### src/rtl/alu_seq.sv
// alu_seq: sequential, handshaked ALU with owned C/Z/N flag register.
// One operation per transaction (valid/ready in, valid/ready out).
// Shifts run one bit per cycle unless ALU_FAST_SHIFT_EN is defined, in which
// case a single-cycle barrel shifter completes them with 1-cycle latency.
// WORD_SIZE defaults to the `WORD_SIZE macro (8 when the macro is not set).

`ifndef WORD_SIZE
`define WORD_SIZE 8
`endif

package alu_seq_pkg;
  // Codes 11..15 are undefined: they produce out=0 and leave the flags alone.
  typedef enum logic [3:0] {
    OP_ADD = 4'd0,
    OP_ADC = 4'd1,
    OP_SUB = 4'd2,
    OP_AND = 4'd3,
    OP_OR  = 4'd4,
    OP_XOR = 4'd5,
    OP_CMP = 4'd6,
    OP_INC = 4'd7,
    OP_DEC = 4'd8,
    OP_SHR = 4'd9,
    OP_SHL = 4'd10
  } opcode_t;
endpackage

module alu_seq
  import alu_seq_pkg::*;
#(
  parameter int WORD_SIZE = `WORD_SIZE
) (
  input  logic                 clk,
  input  logic                 rst_n,
  input  logic                 in_valid,
  output logic                 in_ready,
  input  opcode_t              opcode,
  input  logic [WORD_SIZE-1:0] a,
  input  logic [WORD_SIZE-1:0] b,
  output logic                 out_valid,
  input  logic                 out_ready,
  output logic [WORD_SIZE-1:0] out,
  output logic                 flag_c,
  output logic                 flag_z,
  output logic                 flag_n
);

  // Shift counter must hold WORD_SIZE itself (b >= WORD_SIZE saturates).
  localparam int CNT_W = $clog2(WORD_SIZE + 1);
  localparam logic [WORD_SIZE:0] LP_W_WIDE = (WORD_SIZE + 1)'(WORD_SIZE);

  typedef enum logic [1:0] {
    S_IDLE = 2'd0,
    S_EXEC = 2'd1,
    S_DONE = 2'd2
  } state_t;

  state_t                 r_state;
  logic [WORD_SIZE-1:0]   r_out;
  logic                   r_flag_c;
  logic                   r_flag_z;
  logic                   r_flag_n;
  logic                   r_out_valid;

  logic [WORD_SIZE:0]     w_add;
  logic [WORD_SIZE:0]     w_adc;
  logic [WORD_SIZE:0]     w_sub;
  logic                   w_b_zero;
  logic [CNT_W-1:0]       w_shamt;
  logic [WORD_SIZE-1:0]   w_res;
  logic                   w_c;
  logic                   w_wr_c;
  logic                   w_wr_zn;
  logic                   w_accept;

`ifdef ALU_FAST_SHIFT_EN
  logic [2*WORD_SIZE-1:0] w_shl_wide;
  logic [2*WORD_SIZE-1:0] w_shr_wide;
  logic [WORD_SIZE-1:0]   w_fast_res;
  logic                   w_fast_c;
`else
  logic [WORD_SIZE-1:0]   r_work;
  logic [CNT_W-1:0]       r_cnt;
  logic                   r_shl;
  logic                   w_go_exec;
  logic [WORD_SIZE-1:0]   w_step_word;
  logic                   w_step_c;
  logic                   w_step_last;
`endif

  // in_ready is a pure function of state, but must read 0 while reset is held.
  assign in_ready  = rst_n & (r_state == S_IDLE);
  assign out_valid = r_out_valid;
  assign out       = r_out;
  assign flag_c    = r_flag_c;
  assign flag_z    = r_flag_z;
  assign flag_n    = r_flag_n;

  assign w_accept  = in_valid & in_ready;

  // Carry-producing arithmetic is done one bit wider so C falls out as the MSB.
  assign w_add    = {1'b0, a} + {1'b0, b};
  assign w_adc    = w_add + {{WORD_SIZE{1'b0}}, r_flag_c};
  assign w_sub    = {1'b0, a} - {1'b0, b};
  assign w_b_zero = (b == '0);
  assign w_shamt  = ({1'b0, b} >= LP_W_WIDE) ? CNT_W'(WORD_SIZE) : b[CNT_W-1:0];

`ifdef ALU_FAST_SHIFT_EN
  // Barrel shift in a double-width word: the last bit shifted out lands just
  // beyond the kept half (bit W for SHL, bit W-1 for SHR).
  assign w_shl_wide = {{WORD_SIZE{1'b0}}, a} << w_shamt;
  assign w_shr_wide = {a, {WORD_SIZE{1'b0}}} >> w_shamt;
  assign w_fast_res = (opcode == OP_SHL) ? w_shl_wide[WORD_SIZE-1:0]
                                         : w_shr_wide[2*WORD_SIZE-1:WORD_SIZE];
  assign w_fast_c   = (opcode == OP_SHL) ? w_shl_wide[WORD_SIZE]
                                         : w_shr_wide[WORD_SIZE-1];
`else
  // One iterative shift step on the working register; C is the bit leaving it.
  assign w_step_word = r_shl ? (r_work << 1) : (r_work >> 1);
  assign w_step_c    = r_shl ? r_work[WORD_SIZE-1] : r_work[0];
  assign w_step_last = (r_cnt == CNT_W'(1));
`endif

  // Result and flag-write enables for an operation that completes on accept.
  always_comb begin
    // NOTE: every output of this block gets a default first, so no path
    // through the case can leave a value unassigned and infer a latch.
    w_res   = '0;
    w_c     = r_flag_c;
    w_wr_c  = 1'b0;
    w_wr_zn = 1'b1;
`ifndef ALU_FAST_SHIFT_EN
    w_go_exec = 1'b0;
`endif
    case (opcode)
      OP_ADD: begin
        {w_c, w_res} = w_add;
        w_wr_c       = 1'b1;
      end
      OP_ADC: begin
        {w_c, w_res} = w_adc;
        w_wr_c       = 1'b1;
      end
      OP_SUB: begin
        {w_c, w_res} = w_sub;
        w_wr_c       = 1'b1;
      end
      OP_AND: w_res = a & b;
      OP_OR:  w_res = a | b;
      OP_XOR: w_res = a ^ b;
      OP_CMP: w_res = (a == b) ? WORD_SIZE'(1) : '0;
      OP_INC: w_res = a + WORD_SIZE'(1);
      OP_DEC: w_res = a - WORD_SIZE'(1);
      OP_SHL, OP_SHR: begin
        // b == 0 passes a through and leaves C untouched in both modes.
        w_res = a;
        if (!w_b_zero) begin
`ifdef ALU_FAST_SHIFT_EN
          w_res  = w_fast_res;
          w_c    = w_fast_c;
          w_wr_c = 1'b1;
`else
          w_go_exec = 1'b1;
`endif
        end
      end
      default: w_wr_zn = 1'b0;
    endcase
  end

  // Handshake FSM plus the result/flag registers it owns.
  always_ff @(posedge clk or negedge rst_n) begin
    if (!rst_n) begin
      r_state     <= S_IDLE;
      r_out       <= '0;
      r_flag_c    <= 1'b0;
      r_flag_z    <= 1'b0;
      r_flag_n    <= 1'b0;
      r_out_valid <= 1'b0;
`ifndef ALU_FAST_SHIFT_EN
      r_work      <= '0;
      r_cnt       <= '0;
      r_shl       <= 1'b0;
`endif
    end else begin
      // NOTE: non-blocking assignments here so every register samples the
      // pre-edge values of the others, independent of statement order.
      case (r_state)
        S_IDLE: begin
          if (w_accept) begin
`ifndef ALU_FAST_SHIFT_EN
            if (w_go_exec) begin
              r_work  <= a;
              r_cnt   <= w_shamt;
              r_shl   <= (opcode == OP_SHL);
              r_state <= S_EXEC;
            end else
`endif
            begin
              r_out <= w_res;
              if (w_wr_c) r_flag_c <= w_c;
              if (w_wr_zn) begin
                r_flag_z <= ~|w_res;
                r_flag_n <= w_res[WORD_SIZE-1];
              end
              r_out_valid <= 1'b1;
              r_state     <= S_DONE;
            end
          end
        end
`ifndef ALU_FAST_SHIFT_EN
        S_EXEC: begin
          r_work <= w_step_word;
          r_cnt  <= r_cnt - CNT_W'(1);
          if (w_step_last) begin
            r_out       <= w_step_word;
            r_flag_c    <= w_step_c;
            r_flag_z    <= ~|w_step_word;
            r_flag_n    <= w_step_word[WORD_SIZE-1];
            r_out_valid <= 1'b1;
            r_state     <= S_DONE;
          end
        end
`endif
        S_DONE: begin
          if (out_ready) begin
            r_out_valid <= 1'b0;
            r_state     <= S_IDLE;
          end
        end
        default: begin
          r_out_valid <= 1'b0;
          r_state     <= S_IDLE;
        end
      endcase
    end
  end

endmodule

### config.mk
export PLATFORM = sky130hd
export DESIGN_NAME = alu_seq
export DESIGN_NICKNAME = d
export VERILOG_FILES = /design/src/rtl/alu_seq.sv
export SDC_FILE = /design/constraint.sdc
export NUM_CORES = 1
export LEC_CHECK = 0
export BUFFER_PORTS_ARGS = -buffer_cell sky130_fd_sc_hd__clkbuf_2
export CORE_MARGIN = 1.5
export CORE_UTILIZATION = 52
export DETAILED_ROUTE_END_ITERATION = 10
export PLACE_DENSITY = 0.72
export SLEW_MARGIN = 10
export SYNTH_ARGS = -nofsm -noshare
export SYNTH_HDL_FRONTEND = slang
export SYNTH_SLANG_ARGS = --single-unit
### constraint.sdc
create_clock -name clk -period 3.2 [get_ports clk]
set_clock_uncertainty 0.05 [all_clocks]
set_input_delay 0.32 -clock clk [delete_from_list [all_inputs] [get_ports clk]]
set_output_delay 0.32 -clock clk [all_outputs]
set_load 0.005 [all_outputs]
==> impl_metrics.toml, run 1 <==
[run_status]
status = "finished clean"

[global_routing]
track_usage = 0.310
grt_remaining_overflow = 0
grt_pass1_wl_um = 17800
grt_pass1_vias = 3470
grt_max_degree = 29
antenna_found_initial = 0

[worst_setup_path]
worst_r2r_endpoint = "flag_z"
worstPathRequired_ps = 3360
worst-path-max-fanout = 4
critPathMaxStageDelay_ps = 530
critPathTopFamily = "simple AND/OR/NAND/NOR gates"
reg2reg_slack_ps = 760
cp_num_buf_inv = 1
end_kind = "register"
reg2reg_from = "flag_c"
slowest_stage = "or4_1"
path_class = "input port to register"
reg2reg_depth = 9
cp.arrival_ps = 3180
cp-start-kind = "input port"
path_cells = "clkbuf_2 > ha_1 > fa_1 > a211oi_2 > nor2_1 > and3_1 > o21ai_0 > or4b_1 > a221o_1 > or4_1 > o21ai_1"

[pwr]
p_per_area_nw_per_um2 = 376
design_power_total_uw = 1520
swShare = 0.411
vdd_drop_max_mv = 0.400
combPwrFrac = 0.494
pwr-share-seq = 0.373
p_leak_uw = 0.00191
switchingPower_uw = 624
p_int_uw = 896
pwr-share-clk = 0.132

[clock_network]
clk_pin_slew_ps = 100
post-cts-setup-buffers = 0
clkLatencyLatePin_ps = 280
cts_buffers = 3
ctsHoldBuffers = 0
cts-root-buf = "clkbuf_8"
cts.repair.resized = 0
htree_levels = 1
cts_buffer_depth = 2
clkSinkCount = 27
cts_tree = "yes"

[floorplanning]
num_io_pins = 37
rows = 29
start_util = 0.542
die-area_um2 = 7150
die-height_um = 84.6
dieWidth_um = 84.6
core_area_um2 = 6390

[timing]
maxSlewHeadroom = 0.419
finalSetupViolCount = 0
fin_crit_ps = 3020
rsz0062_at_grt = "no"
finalMaxSlewViolations = 0
hold_viol = 0
worst_slack_ps = 176
whs_ps = 4.60
fin_crit_sh = 0.945
worst_slew_pin_slew_ps = 864
fmax_mhz = 331

[finish]
drive_above_1_share = 0.197
fin_nets = 586
layout.cells.non_filler = 601
diodes = 0
final_area_um2 = 4040
nFillCells = 625
syn2layout_area_growth_pct = 16.7

[route]
wirelength_um = 10800
first_pass_iters = 6
drc = 0
drt_iter0_markers = 444
drt-wirelength-per-cell_um = 18.0
dr_total_vias = 3763
viasPerCell = 6.26
ant_nets = 0

[placed_design]
gp_congestion = 0.998
dp_cells = 597
placed_cell_area_um2 = 3980
dpl_worst_slack_ps = -78.5
hpwlAfterDp_um = 8770
port_buffers = 36

[synthesis]
synth_seq_cells = 27
synthFlopType = "dfrtp_1"
syn_inst = 460
synth_area_per_cell_um2 = 7.52
synth_edf_count = 0
syn_area_um2 = 3460
syn_nets = 521
ys_types = 61
yosysSeqAreaShare = 0.195
synth-async-reset-ratio = 1.00
synth_warnings = 0

[min_path]
hp-class = "input port to async pin"

[run]
cap_violations = 0
-- layout make-up --
type	count	area [um2]	share of cell area
multi-input combinational	377	2550	0.631
sequential	27	676	0.167
timing repair buffer	86	556	0.138
inverter	30	113	0.0279
tap	77	96.3	0.0239
clock buffer	3	41.3	0.0102
clock inverter	1	7.51	0.00186
-- worst max-delay path by stage --
stage,slack (ps),startpoint,to,depth (start not counted)
after floorplan,20,opcode[3],flag_z,12
after global placement,-10,b[0],flag_z,11
after detailed placement,-80,b[0],flag_z,11
after CTS,210,b[0],flag_z,11
after global routing,40,b[0],flag_z,11
final,180,b[0],flag_z,11
-- routing by layer --
metal	wire length, um	part of all wire	vias to the layer above	global-route usage
met5	0	0	-	0
met4	176	0.016	0	0.0440
met3	898	0.083	18	0.0295
met2	4760	0.44	167	0.496
met1	4980	0.46	1780	0.465
li1	-	-	1798	-
-- power by group through the flow --
stage                     logic, uW  registers, uW  clock network (uW)
after floorplan                 475            546                   0
after global placement          724            568                   0
after global routing            831            586                 215
after CTS                       744            565                 205
final                           751            567                 201
after detailed placement        740            573                   0
-- kinds of logic (layout without fill, tap and decap cells) --
group,Yosys count,after routing,synth area share
AND/OR/NAND/NOR,172,172,0.247
AO/OA/AOI/OAI,142,142,0.278
buffers and inverters,56,120,0.0698
adder cells (fa/ha/maj),37,37,0.140
flip-flops,27,27,0.195
XOR/XNOR,19,19,0.0481
multiplexers,7,7,0.0210
-- synthesized netlist by cell type (5+ instances only) --
master    instances  area share
a31oi_1          15       0.027
dfrtp_1          27        0.20
inv_1            30       0.033
nand3_1          13       0.019
xnor2_1          12       0.030
nor2b_1          11       0.020
a21oi_1          25       0.036
xor2_1            7       0.018
o21bai_1          6       0.013
nand2b_1          8       0.014
clkbuf_1         14       0.015
ha_1             34        0.12
nor3_1           10       0.014
a21o_1            5       0.011
or4_1             5       0.011
mux2i_1           5       0.014
o21ai_0          24       0.035
a211oi_1         14       0.030
o31ai_1           8       0.017
a221oi_1          5       0.013
a221o_1           6       0.017
buf_2             7       0.010
nor2_1           39       0.042
nand2_1          53       0.058
-- sequential cells by signal (all words and copies together) (netlist names) --
register   flops
flag_c         1
r_shl          1
r_cnt          4
flag_n         1
flag_z         1
out            8
out_valid      1
r_state        2
r_work         8
-- per-stage QoR --
stage / setup TNS (ps) / util
2_1_floorplan: 0 / -
3_3_place_gp: -11.1 / 0.623
3_5_place_dp: -81.9 / 0.623
4_1_cts: 0 / 0.631
5_1_grt: 0 / 0.632
6_report: 0 / 0.632
-- cell usage in the layout, fill, tap and decap left out, types with 6 or more instances in the layout --
| master | Yosys | final |
|---|---|---|
| ha_1 | 34 | 34 |
| dfrtp_1 | 27 | 27 |
| inv_1 | 30 | 30 |
| o31ai_1 | 8 | 8 |
| nand2_1 | 53 | 53 |
| buf_4 | 0 | 50 |
| xor2_1 | 7 | 7 |
| nor3_1 | 10 | 10 |
| nor2b_1 | 11 | 11 |
| nand2b_1 | 8 | 8 |
| a21oi_1 | 25 | 25 |
| xnor2_1 | 12 | 12 |
| clkbuf_2 | 0 | 36 |
| a221o_1 | 6 | 6 |
| nor2_1 | 39 | 39 |
| o21ai_0 | 24 | 24 |
| nand3_1 | 13 | 13 |
| a31oi_1 | 15 | 15 |
| o21bai_1 | 6 | 6 |
| a211oi_1 | 14 | 14 |
(Power assumes the default switching activity.)
==> inputs of run 2 (changes only) <==
- BUFFER_PORTS_ARGS: -buffer_cell sky130_fd_sc_hd__clkbuf_2 -> -buffer_cell sky130_fd_sc_hd__buf_2
- clock period: 3.2 -> 3.4 ns (I/O delays scaled with it)
==> impl_metrics.toml, run 2 (synthesized netlist as in run 1, its figures left out) <==
[pwr]
vdd_drop_max_mv = 0.332
pwr-share-clk = 0.138
p_int_uw = 822
p_per_area_nw_per_um2 = 359
p_leak_uw = 0.00182
combPwrFrac = 0.480
design_power_total_uw = 1400
switchingPower_uw = 579
pwr-share-seq = 0.382
swShare = 0.414

[route]
drt-wirelength-per-cell_um = 18.3
ant_nets = 0
drc = 0
first_pass_iters = 5
viasPerCell = 6.30
wirelength_um = 10700
drt_iter0_markers = 365
dr_total_vias = 3678

[worst_setup_path]
reg2reg_depth = 9
end_kind = "register"
slowest_stage = "o41ai_1"
critPathMaxStageDelay_ps = 380
cp-start-kind = "input port"
worst-path-max-fanout = 7
cp.arrival_ps = 3130
path_common_cell = "buf_4"
path_cells = "buf_2 > nor2_4 > nand3_1 > inv_1 > ha_1 > a21oi_1 > o211ai_1 > o41ai_1 > buf_4 > xnor2_1 > mux2i_1 > a211oi_1 > buf_4 > o21ai_1 > mux2_2"
path_class = "input port to register"
worstPathRequired_ps = 3530

[global_routing]
antenna_found_initial = 0
grt_remaining_overflow = 0
grt_pass1_wl_um = 17300
grt_pass1_vias = 3391
track_usage = 0.304
grt_max_degree = 29

[clock_network]
clkSinkCount = 27
clkLatencyLatePin_ps = 280
cts-root-buf = "clkbuf_8"
clk_pin_slew_ps = 100
cts_tree = "yes"
cts_buffer_depth = 2
cts_buffers = 3
ctsHoldBuffers = 0
cts.repair.resized = 0
post-cts-setup-buffers = 0
htree_levels = 1

[finish]
final_area_um2 = 3900
drive_above_1_share = 0.168
layout.cells.non_filler = 584
final_common_cell = "nand2_1"
syn2layout_area_growth_pct = 12.8
nFillCells = 575
final_cell_mix = "nand2_1 (53), nor2_1 (39), buf_2 (36)"
diodes = 0
fin_nets = 569

[timing]
finalSetupViolCount = 0
fin_crit_sh = 0.884
fmax_mhz = 333
finalSetupTns_ps = 0
maxSlewHeadroom = 0.386
worst_slew_pin_slew_ps = 913
fin_crit_ps = 3000
rsz0062_at_grt = "no"
finalMaxSlewViolations = 0
hold_viol = 0
worst_slack_ps = 396

[floorplanning]
die-area_um2 = 7150
start_util = 0.542
dieWidth_um = 84.6
num_io_pins = 37
core_area_um2 = 6390
die-height_um = 84.6
rows = 29

[min_path]
hp-class = "input port to async pin"

[placed_design]
dpl_worst_slack_ps = 152
port_buffers = 36
dp_cells = 580
placed_cell_area_um2 = 3850
gp_congestion = 1.03
hpwlAfterDp_um = 8520

[run]
cap_violations = 0

[run_status]
status = "finished clean"
## run 2: path summary, 6_finish.rpt
path,slack [ps],end,from
worst max-delay path,400,flag_n,opcode[1]
worst min-delay path,10,out[1],rst_n
worst max register to register,940,flag_z,flag_c
worst min register to register,430,out_valid,out_valid
min in group clk,250,r_state[1],out_ready
max in group asynchronous,3020,r_work[2],rst_n
## run 2: worst max-delay path: cells and delay by family
kind                     cells  cell delay, ps
AO/OA/AOI/OAI                5            1010
buffers and inverters        4             740
multiplexers                 2             350
AND/OR/NAND/NOR              2             280
adder cells (fa/ha/maj)      1             280
XOR/XNOR                     1             120
## run 2: metrics by stage
step	hold WS [ps]	util
2_1_floorplan	-5.59	-
3_3_place_gp	337	0.603
3_5_place_dp	343	0.603
4_1_cts	34.7	0.611
5_1_grt	40.6	0.611
6_report	13.2	0.611
## run 2: power by group through the flow
stage          Combinational [uW]  Sequential, uW  Clock [uW]
2_1_floorplan                 447             513           0
3_3_place_gp                  651             534           0
3_5_place_dp                  665             539           0
4_1_cts                       667             532         193
5_1_grt                       750             551         205
6_report                      673             535         193
## run 2: final cells by class
class / count / area [um2] / area share
Clock buffer: 3 / 41.3 / 0.0106
Clock inverter: 1 / 7.51 / 0.00192
Inverter: 30 / 113 / 0.0289
Multi-Input combinational cell: 377 / 2540 / 0.651
Sequential cell: 27 / 676 / 0.173
Tap cell: 77 / 96.3 / 0.0247
Timing Repair Buffer: 69 / 428 / 0.110
## run 2: metal layers
layer	wire, um	up-vias	GRT usage
met5	0	-	0
met4	299	0	0.0909
met3	841	24	0.0403
met2	4660	176	0.463
met1	4890	1714	0.450
li1	-	1764	-
